`src/rtl/uparc_fwdu_sb.sv`:
```
//============================================================================
// Module   : uparc_fwdu_sb
// Brief    : Decode-stage operand forwarding unit with a long-latency
//            scoreboard, interlock generation and a saturating stall counter.
// Revision : 1.0 - initial release
//============================================================================
`default_nettype none

module uparc_fwdu_sb #(
   parameter int REG_WIDTH   = 32,
   parameter int REGNO_WIDTH = 5,
   parameter int NSRC        = 2,
   parameter int LOAD_DELAY  = 1,
   parameter int CNT_WIDTH   = 16
) (
   input  logic                        clk,
   input  logic                        rst,
   input  logic [REGNO_WIDTH-1:0]      rs,
   input  logic [REG_WIDTH-1:0]        rs_data,
   input  logic [REGNO_WIDTH-1:0]      rt,
   input  logic [REG_WIDTH-1:0]        rt_data,
   input  logic [NSRC*REGNO_WIDTH-1:0] src_rd,
   input  logic [NSRC*REG_WIDTH-1:0]   src_data,
   input  logic [NSRC-1:0]             src_valid,
   input  logic                        lg_issue,
   input  logic [REGNO_WIDTH-1:0]      lg_rd,
   input  logic                        lg_wb,
   input  logic [REGNO_WIDTH-1:0]      lg_wb_rd,
   input  logic [REG_WIDTH-1:0]        lg_wb_data,
   input  logic                        cnt_clr,
   output logic [REG_WIDTH-1:0]        rs_data_p1,
   output logic [REG_WIDTH-1:0]        rt_data_p1,
   output logic                        stall,
   output logic                        lg_pending,
   output logic [CNT_WIDTH-1:0]        stall_cnt
);

   localparam int c_nreg = 2 ** REGNO_WIDTH;

   logic [c_nreg-1:1]    r_busy;
   logic                 r_lg_pending;
   logic [CNT_WIDTH-1:0] r_stall_cnt;

   logic [c_nreg-1:0]    w_busy_full;
   logic [c_nreg-1:0]    w_busy_nxt;
   logic [REG_WIDTH:0]   w_rs_res;
   logic [REG_WIDTH:0]   w_rt_res;
   logic                 w_waw;
   logic                 w_stall;
   logic                 w_set;

   // Register 0 has no scoreboard entry; it reads as permanently idle.
   assign w_busy_full = {r_busy, 1'b0};

   // Returns {hazard, value}. Source 0 is the youngest, so the first hit wins.
   function automatic logic [REG_WIDTH:0] resolve(
      input logic [REGNO_WIDTH-1:0] rn,
      input logic [REG_WIDTH-1:0]   rf,
      input logic [c_nreg-1:0]      busy
   );
      logic                 found;
      logic                 hz;
      logic [REG_WIDTH-1:0] val;
      found = 1'b0;
      hz    = 1'b0;
      val   = rf;
      if (rn != '0) begin
         for (int i = 0; i < NSRC; i++) begin
            if (!found && src_rd[i*REGNO_WIDTH +: REGNO_WIDTH] == rn) begin
               if (src_valid[i]) begin
                  found = 1'b1;
                  val   = src_data[i*REG_WIDTH +: REG_WIDTH];
               end else if (LOAD_DELAY == 0) begin
                  found = 1'b1;
                  hz    = 1'b1;
               end
            end
         end
         if (!found) begin
            if (lg_wb && lg_wb_rd == rn)
               val = lg_wb_data;
            else if (busy[rn])
               hz = 1'b1;
         end
      end
      return {hz, val};
   endfunction

   always_comb begin
      w_rs_res = resolve(rs, rs_data, w_busy_full);
      w_rt_res = resolve(rt, rt_data, w_busy_full);
   end

   // A writeback to the same register this cycle retires the older op in time.
   assign w_waw   = lg_issue && (lg_rd != '0) && w_busy_full[lg_rd]
                    && !(lg_wb && lg_wb_rd == lg_rd);
   assign w_stall = w_rs_res[REG_WIDTH] | w_rt_res[REG_WIDTH] | w_waw;
   assign w_set   = lg_issue && !w_stall && (lg_rd != '0);

   // Clear first, then set, so a same-register set/clear race keeps the bit.
   always_comb begin
      w_busy_nxt = w_busy_full;
      if (lg_wb)
         w_busy_nxt[lg_wb_rd] = 1'b0;
      if (w_set)
         w_busy_nxt[lg_rd] = 1'b1;
      w_busy_nxt[0] = 1'b0;
   end

   always_ff @(posedge clk) begin
      if (rst) begin
         r_busy       <= '0;
         r_lg_pending <= 1'b0;
         r_stall_cnt  <= '0;
      end else begin
         r_busy       <= w_busy_nxt[c_nreg-1:1];
         r_lg_pending <= |w_busy_nxt;
         if (cnt_clr)
            r_stall_cnt <= '0;
         else if (w_stall && r_stall_cnt != '1)
            r_stall_cnt <= r_stall_cnt + 1'b1;
      end
   end

   assign rs_data_p1 = w_rs_res[REG_WIDTH-1:0];
   assign rt_data_p1 = w_rt_res[REG_WIDTH-1:0];
   assign stall      = w_stall;
   assign lg_pending = r_lg_pending;
   assign stall_cnt  = r_stall_cnt;

endmodule

`default_nettype wire

```
`config.mk`:
```
export PLATFORM = sky130hd
export DESIGN_NAME = uparc_fwdu_sb
export DESIGN_NICKNAME = d
export VERILOG_FILES = /design/src/rtl/uparc_fwdu_sb.sv
export SDC_FILE = /design/constraint.sdc
export NUM_CORES = 1
export LEC_CHECK = 0
export BUFFER_PORTS_ARGS = -buffer_cell sky130_fd_sc_hd__buf_2
export CAP_MARGIN = 20
export CORE_MARGIN = 2
export CORE_UTILIZATION = 45
export DETAILED_ROUTE_END_ITERATION = 6
export GPL_TIMING_DRIVEN = 0
export PLACE_DENSITY = 0.77
export RECOVER_POWER = 100
export SLEW_MARGIN = 20
export SYNTH_ARGS = -nofsm -noshare
export SYNTH_HDL_FRONTEND = slang
export SYNTH_SLANG_ARGS = --single-unit
```
`constraint.sdc`:
```
create_clock -name clk -period 3.7 [get_ports clk]
set_input_delay 0.185 -clock clk [delete_from_list [all_inputs] [get_ports clk]]
set_output_delay 0.185 -clock clk [all_outputs]
set_load 0.02 [all_outputs]
```
==> results of run 1 <==
per-stage QoR:
step                cell area (um^2)  utilization  hold slack, ps  cells
floorplan                       6230            -             379    832
global placement                7780        0.581             479   1274
detailed placement              7790        0.582             493   1275
CTS                             7960        0.594             213   1283
global route                    7850        0.586             248   1289
finish                          7860        0.586             233   1290
layer usage:
layer | up-vias | share of wire | GRT usage | wire length, um
li1 | 3641 | - | - | -
met1 | 3713 | 0.39 | 0.445 | 10500
met2 | 612 | 0.46 | 0.554 | 12400
met3 | 101 | 0.12 | 0.0866 | 3150
met4 | 8 | 0.039 | 0.129 | 1060
met5 | - | 0.0016 | 0 | 44
report_power, final:
group | leakage, nW | switching (mW) | internal (mW)
Sequential | 0.387 | 0.00609 | 0.522
Clock | 0.0809 | 0.190 | 0.318
Combinational | 2.81 | 0.422 | 0.247
Total | 3.28 | 0.618 | 1.09
how the worst max path moves through the flow:
stage	slack, ps	to	cells after the start
after floorplan	1110	rs_data_p1[10]	10
after global placement	530	rt_data_p1[8]	8
after detailed placement	600	rt_data_p1[22]	12
after CTS	590	rt_data_p1[22]	12
after global routing	200	rs_data_p1[27]	11
final	410	rt_data_p1[1]	11
worst max-delay path, cell delays in order:
cell and delay [ps]:
sky130_fd_sc_hd__buf_2 160, sky130_fd_sc_hd__xor2_1 170, sky130_fd_sc_hd__nor4_1 250, sky130_fd_sc_hd__and3_1 180
sky130_fd_sc_hd__clkbuf_1 350, sky130_fd_sc_hd__buf_1 680, sky130_fd_sc_hd__mux2i_1 150, sky130_fd_sc_hd__o21ai_0 190
sky130_fd_sc_hd__mux2i_1 90, sky130_fd_sc_hd__o21ai_0 400, sky130_fd_sc_hd__clkbuf_1 280
final cells by class:
| class | instances | area, um^2 |
|---|---|---|
| Clock buffer | 6 | 129 |
| Antenna cell | 7 | 17.5 |
| Tap cell | 176 | 220 |
| Clock inverter | 2 | 35.0 |
| Buffer | 79 | 339 |
| Fill cell | 1329 | 5550 |
| Timing Repair Buffer | 267 | 1250 |
| Inverter | 11 | 41.3 |
| Multi-Input combinational cell | 694 | 4860 |
| Sequential cell | 48 | 961 |
logic make-up (layout without fill, tap and decap cells):
logic type,after synthesis,after routing,synth area share
muxes,148,148,0.279
adders and majority gates,1,1,0.00201
and+or+nand+nor,263,263,0.199
xor gates and xnor gates,44,44,0.0619
DFF,48,48,0.154
AOI/OAI and AO/OA,238,238,0.239
buffers and inverters,90,365,0.0653
other,0,7,0
cell usage after synthesis (all sizes together) (8+ instances only):
master	instances	area, um^2
a21oi	8	40.0
and3	13	81.3
buf	39	215
clkbuf	40	150
dfxtp	48	961
inv	11	41.3
mux2i	123	1230
mux4	19	439
nand2	134	503
nand3	12	60.1
nand3b	10	75.1
nand4	11	68.8
nor2	37	141
nor4	14	87.6
o21ai	157	786
o32ai	28	287
xor2	37	324
state kept, by name (all words and copies together) (netlist names):
name and flops:
lg_pending 1, r_busy 31, stall_cnt 16
==> flow_metrics.tcl, run 1 <==
set metrics [dict create \
    outcome "finished clean" \
    layout-area-overhead-vs-synth_pct 26.1 \
    antenna_found_initial 11 \
    setup_repair_after_global_routing_missed_its_margin "false" \
    synthesis.nets 1030 \
    synth-seq-cells 48 \
    ratio_of_cells_with_drive_above_1_in_the_final_layout 0.238 \
    tritoncts_num_sinks 48 \
    holdPathEnd "stall_cnt[7]$_SDFFE_PP0P_" \
    timing.critical_path.from_type "input port" \
    clk-insertion-delay-late_ps 290 \
    fin_skew_ps 9.60 \
    grt_pass1_wl_um 40200 \
    crit_type "in -> out" \
    timing_hold_violations_final 0 \
    regToRegSetupSlack_ps 680 \
    drc_errors 0 \
    initial_core_util 0.465 \
    crit_start "rt[4]" \
    worst_slew_pin_slew_ps 868 \
    cts.clk_slew.worst_paths_ps 60 \
    antenna_violating_nets_left 0 \
    p_leak_nw 3.28 \
    placement_rows 42 \
    hold_path_depth 4 \
    headroom_to_the_max_slew_limit 0.421 \
    power.ir.vdd_worst_uv 311 \
    ys_seq_area_frac 0.154 \
    fin_nets 1304 \
    floorplan.die.width_um 122 \
    timing.fmax_ghz 0.304 \
    port-buffer-count 266 \
    tritoncts_clock_tree "built" \
    fin_setup_tns_ps 0 \
    p_total_mw 1.71 \
    regToRegStartpoint "r_busy[5]$_SDFF_PP0_" \
    synthesis.area_per_instance_um2 7.49 \
    power_density_normalized_to_cell_area_mw_per_mm2 217 \
    max-clock-path-buffers 2 \
    min_period_ps 3290 \
    cp_data_required_time_ps 3510 \
    hp-start "cnt_clr" \
    grt.overflow.total 0 \
    finalMaxSlewViolations 0 \
    synth-main-ff-cell "sky130_fd_sc_hd__dfxtp_1" \
    die_h_um 122 \
    floorplan.die_area_mm2 0.0148 \
    worst_ep_arrival_time_ps 3100 \
    wire_per_inst_um 21.0 \
    cts.repair.resized 0 \
    setup_ws_ps 412 \
    maxCapViolCount 0 \
    r2r_end "r_busy[15]$_SDFF_PP0_" \
    synth_enable_flop_cells 0 \
    detailedRoute.firstPassIterationCount 7 \
    crit_fanout 10 \
    vias_per_cell 6.26 \
    ys_warn_count 0 \
    detailedPlacementHpwl_um 21300 \
    worstSetupEndpointType "primary output" \
    ioPinCount 279 \
    setup_viol_count_final 0 \
    syn_area_mm2 0.00623 \
    r2r.worst_path.cells 8 \
    ctsHoldBuffers 0 \
    synth_async_sr_flop_share 0 \
    most-common-layout-cells "sky130_fd_sc_hd__buf_2 (216), sky130_fd_sc_hd__o21ai_0 (157), sky130_fd_sc_hd__nand2_1 (134)" \
    post-cts-setup-buffer-count 0 \
    detail_route.iter0.violations 1040 \
    grt_use_total 0.344 \
    vias_in_the_first_global_route 7429 \
    root_buffer_cell "sky130_fd_sc_hd__clkbuf_16" \
    mostFrequentLayoutCell "sky130_fd_sc_hd__buf_2" \
    h-tree-depth 2 \
    detail_route.wirelength_um 27100 \
    detailedPlace.worstSlack_ps 599 \
    grt_max_degree 15 \
    number_of_buffers_created_by_cts 5 \
    place_congestion 1.01 \
    number_of_distinct_library_cell_variants_in_the_gate_level_netlist_after_synthesis 57 \
    final_min_period_over_clock_period 0.889 \
    synthCells 832 \
    via_count 8075 \
    fp.coreArea_mm2 0.0134 \
    worst_hold_path_type "in -> reg" \
]
No activity file was read; power rests on OpenSTA's default activity.
==> inputs of run 2 (changes only) <==
--- a/config.mk
+++ b/config.mk
@@ -10,4 +10,5 @@
 export CORE_MARGIN = 2
 export CORE_UTILIZATION = 45
+export CTS_BUF_LIST = sky130_fd_sc_hd__clkbuf_8
 export DETAILED_ROUTE_END_ITERATION = 6
 export GPL_TIMING_DRIVEN = 0
==> constraint.sdc (replaced) <==
create_clock -name clk -period 3.7 [get_ports clk]
set_input_delay 0.185 -clock clk [delete_from_list [all_inputs] [get_ports clk]]
set_output_delay 0.185 -clock clk [all_outputs]
set_load 0.005 [all_outputs]
==> flow_metrics.tcl, run 2 (synthesis gave the netlist of run 1 again) <==
set metrics [dict create \
    clk-insertion-delay-late_ps 310 \
    fin_setup_tns_ps 0 \
    most-common-layout-cells "sky130_fd_sc_hd__buf_2 (223), sky130_fd_sc_hd__o21ai_0 (157), sky130_fd_sc_hd__nand2_1 (134)" \
    root_buffer_cell "sky130_fd_sc_hd__clkbuf_8" \
    largest_reg_flops 31 \
    placement_rows 42 \
    post-cts-setup-buffer-count 0 \
    vias_in_the_first_global_route 7392 \
    cp_data_required_time_ps 3510 \
    ctsHoldBuffers 0 \
    floorplan.die.width_um 122 \
    worst_slew_pin_slew_ps 829 \
    largest_register "r_busy" \
    die_h_um 122 \
    timing.critical_path.from_type "input port" \
    mostFrequentLayoutCell "sky130_fd_sc_hd__buf_2" \
    p_leak_nw 3.28 \
    h-tree-depth 2 \
    antenna_found_initial 11 \
    vias_per_cell 6.23 \
    outcome "complete, but fails checks" \
    fin_nets 1304 \
    tritoncts_num_sinks 48 \
    floorplan.die_area_mm2 0.0148 \
    sequential_cell_area_um2 961 \
    worst_ep_arrival_time_ps 3120 \
    grt_use_total 0.341 \
    headroom_to_the_max_slew_limit 0.447 \
    detailedPlacementHpwl_um 21300 \
    detail_route.iter0.violations 909 \
    detailedRoute.firstPassIterationCount 7 \
    port-buffer-count 266 \
    grt.overflow.total 0 \
    multiInputGateArea_mm2 0.00486 \
    crit_type "in -> out" \
    max-clock-path-buffers 2 \
    initial_core_util 0.465 \
    min_period_ps 3300 \
    power_density_normalized_to_cell_area_mw_per_mm2 191 \
    cts.repair.resized 0 \
    fin_skew_ps 14.7 \
    setup_viol_count_final 0 \
    ioPinCount 279 \
    fill_cells 1334 \
    place_congestion 1.01 \
    maxCapViolCount 0 \
    tritoncts_clock_tree "built" \
    antenna_violating_nets_left 0 \
    violations "DRC" \
    timing_hold_violations_final 0 \
    grt_max_degree 15 \
    ratio_of_cells_with_drive_above_1_in_the_final_layout 0.244 \
    layout-area-overhead-vs-synth_pct 25.4 \
    wire_per_inst_um 20.8 \
    number_of_buffers_created_by_cts 5 \
    drc_errors 3 \
    crit_fanout 10 \
    timing.fmax_ghz 0.303 \
    worstSetupEndpointType "primary output" \
    fp.coreArea_mm2 0.0134 \
    power.ir.vdd_worst_uv 446 \
    postLayoutCoreUtil 0.583 \
    detail_route.wirelength_um 26800 \
    grt_pass1_wl_um 39900 \
    worst_hold_path_type "in -> reg" \
    finalMaxSlewViolations 0 \
    setup_repair_after_global_routing_missed_its_margin "false" \
    final_min_period_over_clock_period 0.892 \
    via_count 8036 \
    cts.clk_slew.worst_paths_ps 90 \
]
## run 2: cell types whose count changed in the layout (fill, tap and decap cells not counted)
cell	before	now
sky130_fd_sc_hd__buf_2	216	223
sky130_fd_sc_hd__clkbuf_1	121	114
sky130_fd_sc_hd__clkbuf_16	5	0
sky130_fd_sc_hd__clkbuf_8	0	5
sky130_fd_sc_hd__buf_1	5	4
sky130_fd_sc_hd__inv_1	11	12
## run 2: through the flow
stage                     setup WS (ps)  total power [mW]  hold slack [ps]  instance area, um^2  instances
final                               400              1.49              203                 7810       1290
after floorplan                    1250             0.844              379                 6230        832
after global routing                214              1.56              218                 7800       1289
after detailed placement            607              1.13              493                 7790       1275
after global placement              584              1.12              479                 7780       1274
after CTS                           639              1.50              187                 7900       1283
## run 2: power breakdown
part	internal [mW]	switching, mW
logic	0.247	0.343
registers	0.522	0.00602
clock network	0.198	0.176
total	0.967	0.524
## run 2: final cells by class
type | instances | area share
clock inverters | 3 | 0.00497
well taps | 176 | 0.0282
flip-flops and latches | 48 | 0.123
clock buffers | 5 | 0.00881
repair buffers | 267 | 0.162
multi-input cells | 694 | 0.622
plain buffers | 79 | 0.0433
diodes | 7 | 0.00224
inverters | 11 | 0.00529
## run 2: final timing paths
check                           slack, ps                        from  cells past startpoint                         end
worst max register to register        680        r_busy[5]$_SDFF_PP0_                      9        r_busy[6]$_SDFF_PP0_
worst max-delay path                  400                       rt[2]                     12              rt_data_p1[20]
worst min register to register        510  stall_cnt[15]$_SDFFE_PP0P_                      2  stall_cnt[15]$_SDFFE_PP0P_
worst min-delay path                  200                     cnt_clr                      4   stall_cnt[7]$_SDFFE_PP0P_
## run 2: worst max-delay path, stage by stage
cell and delay, ps:
sky130_fd_sc_hd__buf_2 120, sky130_fd_sc_hd__clkbuf_1 420, sky130_fd_sc_hd__xor2_1 130, sky130_fd_sc_hd__nor4_1 250, sky130_fd_sc_hd__and3_1 290, sky130_fd_sc_hd__buf_2 240
sky130_fd_sc_hd__nor2_1 100, sky130_fd_sc_hd__nand2_1 160, sky130_fd_sc_hd__clkbuf_1 630, sky130_fd_sc_hd__mux2i_1 170, sky130_fd_sc_hd__o21ai_0 250, sky130_fd_sc_hd__clkbuf_1 150
## run 2: routing by layer
| layer | routed length [um] | global-route usage | vias up |
|---|---|---|---|
| met5 | 46 | 0 | - |
| met4 | 985 | 0.121 | 8 |
| met3 | 3200 | 0.0852 | 90 |
| met2 | 12300 | 0.551 | 574 |
| met1 | 10300 | 0.443 | 3721 |
| li1 | - | - | 3643 |
==> inputs of run 3 (changes only) <==
GPL_TIMING_DRIVEN = 1   (was 0)
==> flow_metrics.tcl, run 3 (synthesis gave the netlist of run 1 again) <==
set metrics [dict create \
    detailedPlacementHpwl_um 19700 \
    crit_type "reg -> reg" \
    timing_hold_violations_final 0 \
    clk-insertion-delay-late_ps 310 \
    number_of_buffers_created_by_cts 5 \
    dpl-instance-area_mm2 0.00760 \
    placement_rows 42 \
    worstSetupEndpointType "flip-flop" \
    cts.clk_slew.worst_paths_ps 90 \
    grt_use_total 0.317 \
    worst_hold_path_type "in -> reg" \
    timing.critical_path.from_type "flip-flop" \
    largest_register "r_busy" \
    detailedRoute.firstPassIterationCount 6 \
    final_worst_hold_slack_ps 178 \
    layout-area-overhead-vs-synth_pct 21.5 \
    floorplan.die_area_mm2 0.0148 \
    max-clock-path-buffers 2 \
    fin_setup_tns_ps 0 \
    setup_viol_count_final 0 \
    die_h_um 122 \
    ctsHoldBuffers 0 \
    setup_repair_after_global_routing_missed_its_margin "false" \
    most-common-layout-cells "sky130_fd_sc_hd__buf_2 (213), sky130_fd_sc_hd__o21ai_0 (157), sky130_fd_sc_hd__nand2_1 (133)" \
    p_total_mw 1.41 \
    fp.coreArea_mm2 0.0134 \
    place_congestion 1.04 \
    crit_path_top_delay_cell "sky130_fd_sc_hd__a211oi_1" \
    grt_pass1_wl_um 37200 \
    outcome "finished clean" \
    vias_in_the_first_global_route 6968 \
    ioPinCount 279 \
    tritoncts_num_sinks 48 \
    power.ir.vdd_worst_uv 171 \
    power_density_normalized_to_cell_area_mw_per_mm2 187 \
    antenna_found_initial 10 \
    cp_cell_sequence "mux4_1, a32oi_1, o211ai_1, a211oi_1, nor2_2, a2111o_1, clkbuf_2, or3_1, a21oi_1" \
    longest_individual_stage_delay_on_the_worst_path_ps 520 \
    ratio_of_cells_with_drive_above_1_in_the_final_layout 0.253 \
    antenna_violating_nets_left 0 \
    largest_reg_flops 31 \
    final-instance-count-excl-fill 1233 \
    final_min_period_over_clock_period 0.884 \
    port-buffer-count 278 \
    root_buffer_cell "sky130_fd_sc_hd__clkbuf_8" \
    cp_data_required_time_ps 3930 \
    floorplan.die.width_um 122 \
    maxCapViolCount 0 \
    mostFrequentLayoutCell "sky130_fd_sc_hd__buf_2" \
    cts.repair.resized 0 \
    grt.overflow.total 0 \
    drc_errors 0 \
    detail_route.wirelength_um 25200 \
    finalMaxSlewViolations 0 \
    min_period_ps 3270 \
    worst_ep_arrival_time_ps 3500 \
    tritoncts_clock_tree "built" \
    grt_max_degree 65 \
    crit_fanout 27 \
    worst_slew_pin_slew_ps 1120 \
    dpl.cell_count 1219 \
    timing.fmax_ghz 0.306 \
    finish.instance_area_mm2 0.00757 \
    h-tree-depth 2 \
    fin_nets 1248 \
    vias_per_cell 6.21 \
    detail_route.iter0.violations 1197 \
    headroom_to_the_max_slew_limit 0.251 \
    post-cts-setup-buffer-count 0 \
    via_count 7659 \
    initial_core_util 0.465 \
    wire_per_inst_um 20.5 \
    fin_skew_ps 16.2 \
    p_leak_nw 3.19 \
]
==> run 3: critical path: cells and delay by family (launching register included) <==
| kind | cells | cell delay [ps] |
|---|---|---|
| compound gates | 5 | 1400 |
| buf+inv | 1 | 380 |
| flops | 1 | 380 |
| mux | 1 | 510 |
| simple gates | 2 | 510 |
==> run 3: path summary, 6_finish.rpt <==
kind | startpoint | end | slack [ps] | cells past startpoint
max | r_busy[4]$_SDFF_PP0_ | r_busy[12]$_SDFF_PP0_ | 430 | 9
min | cnt_clr | stall_cnt[7]$_SDFFE_PP0P_ | 180 | 4
max reg2reg | r_busy[4]$_SDFF_PP0_ | r_busy[12]$_SDFF_PP0_ | 430 | 9
min reg2reg | stall_cnt[15]$_SDFFE_PP0P_ | stall_cnt[15]$_SDFFE_PP0P_ | 510 | 2
==> run 3: report_power, final <==
part | internal, mW | switching [mW] | total [mW] | leakage, nW
registers | 0.522 | 0.00685 | 0.529 | 0.387
clock network | 0.147 | 0.174 | 0.321 | 0.0538
logic | 0.238 | 0.326 | 0.564 | 2.75
total | 0.907 | 0.507 | 1.41 | 3.19
==> run 3: cell type report <==
| cell class | instances | area [um^2] |
|---|---|---|
| diodes | 6 | 15.0 |
| clock buffers | 6 | 82.6 |
| clock inverters | 2 | 7.51 |
| fillers | 1351 | 5830 |
| inverters | 11 | 41.3 |
| multi-input cells | 694 | 4840 |
| flip-flops and latches | 48 | 961 |
| well taps | 176 | 220 |
| repair buffers | 290 | 1400 |
==> run 3: routing by layer <==
layer,part of all wire,track usage
met4,0.038,0.106
met1,0.38,0.404
met5,0.0020,0
met3,0.12,0.0904
met2,0.46,0.517
==> run 3: metrics by stage <==
stage,utilization,setup slack (ps)
floorplan,-,1250
finish,0.565,430
CTS,0.574,786
global placement,0.567,667
detailed placement,0.567,663
global route,0.565,323
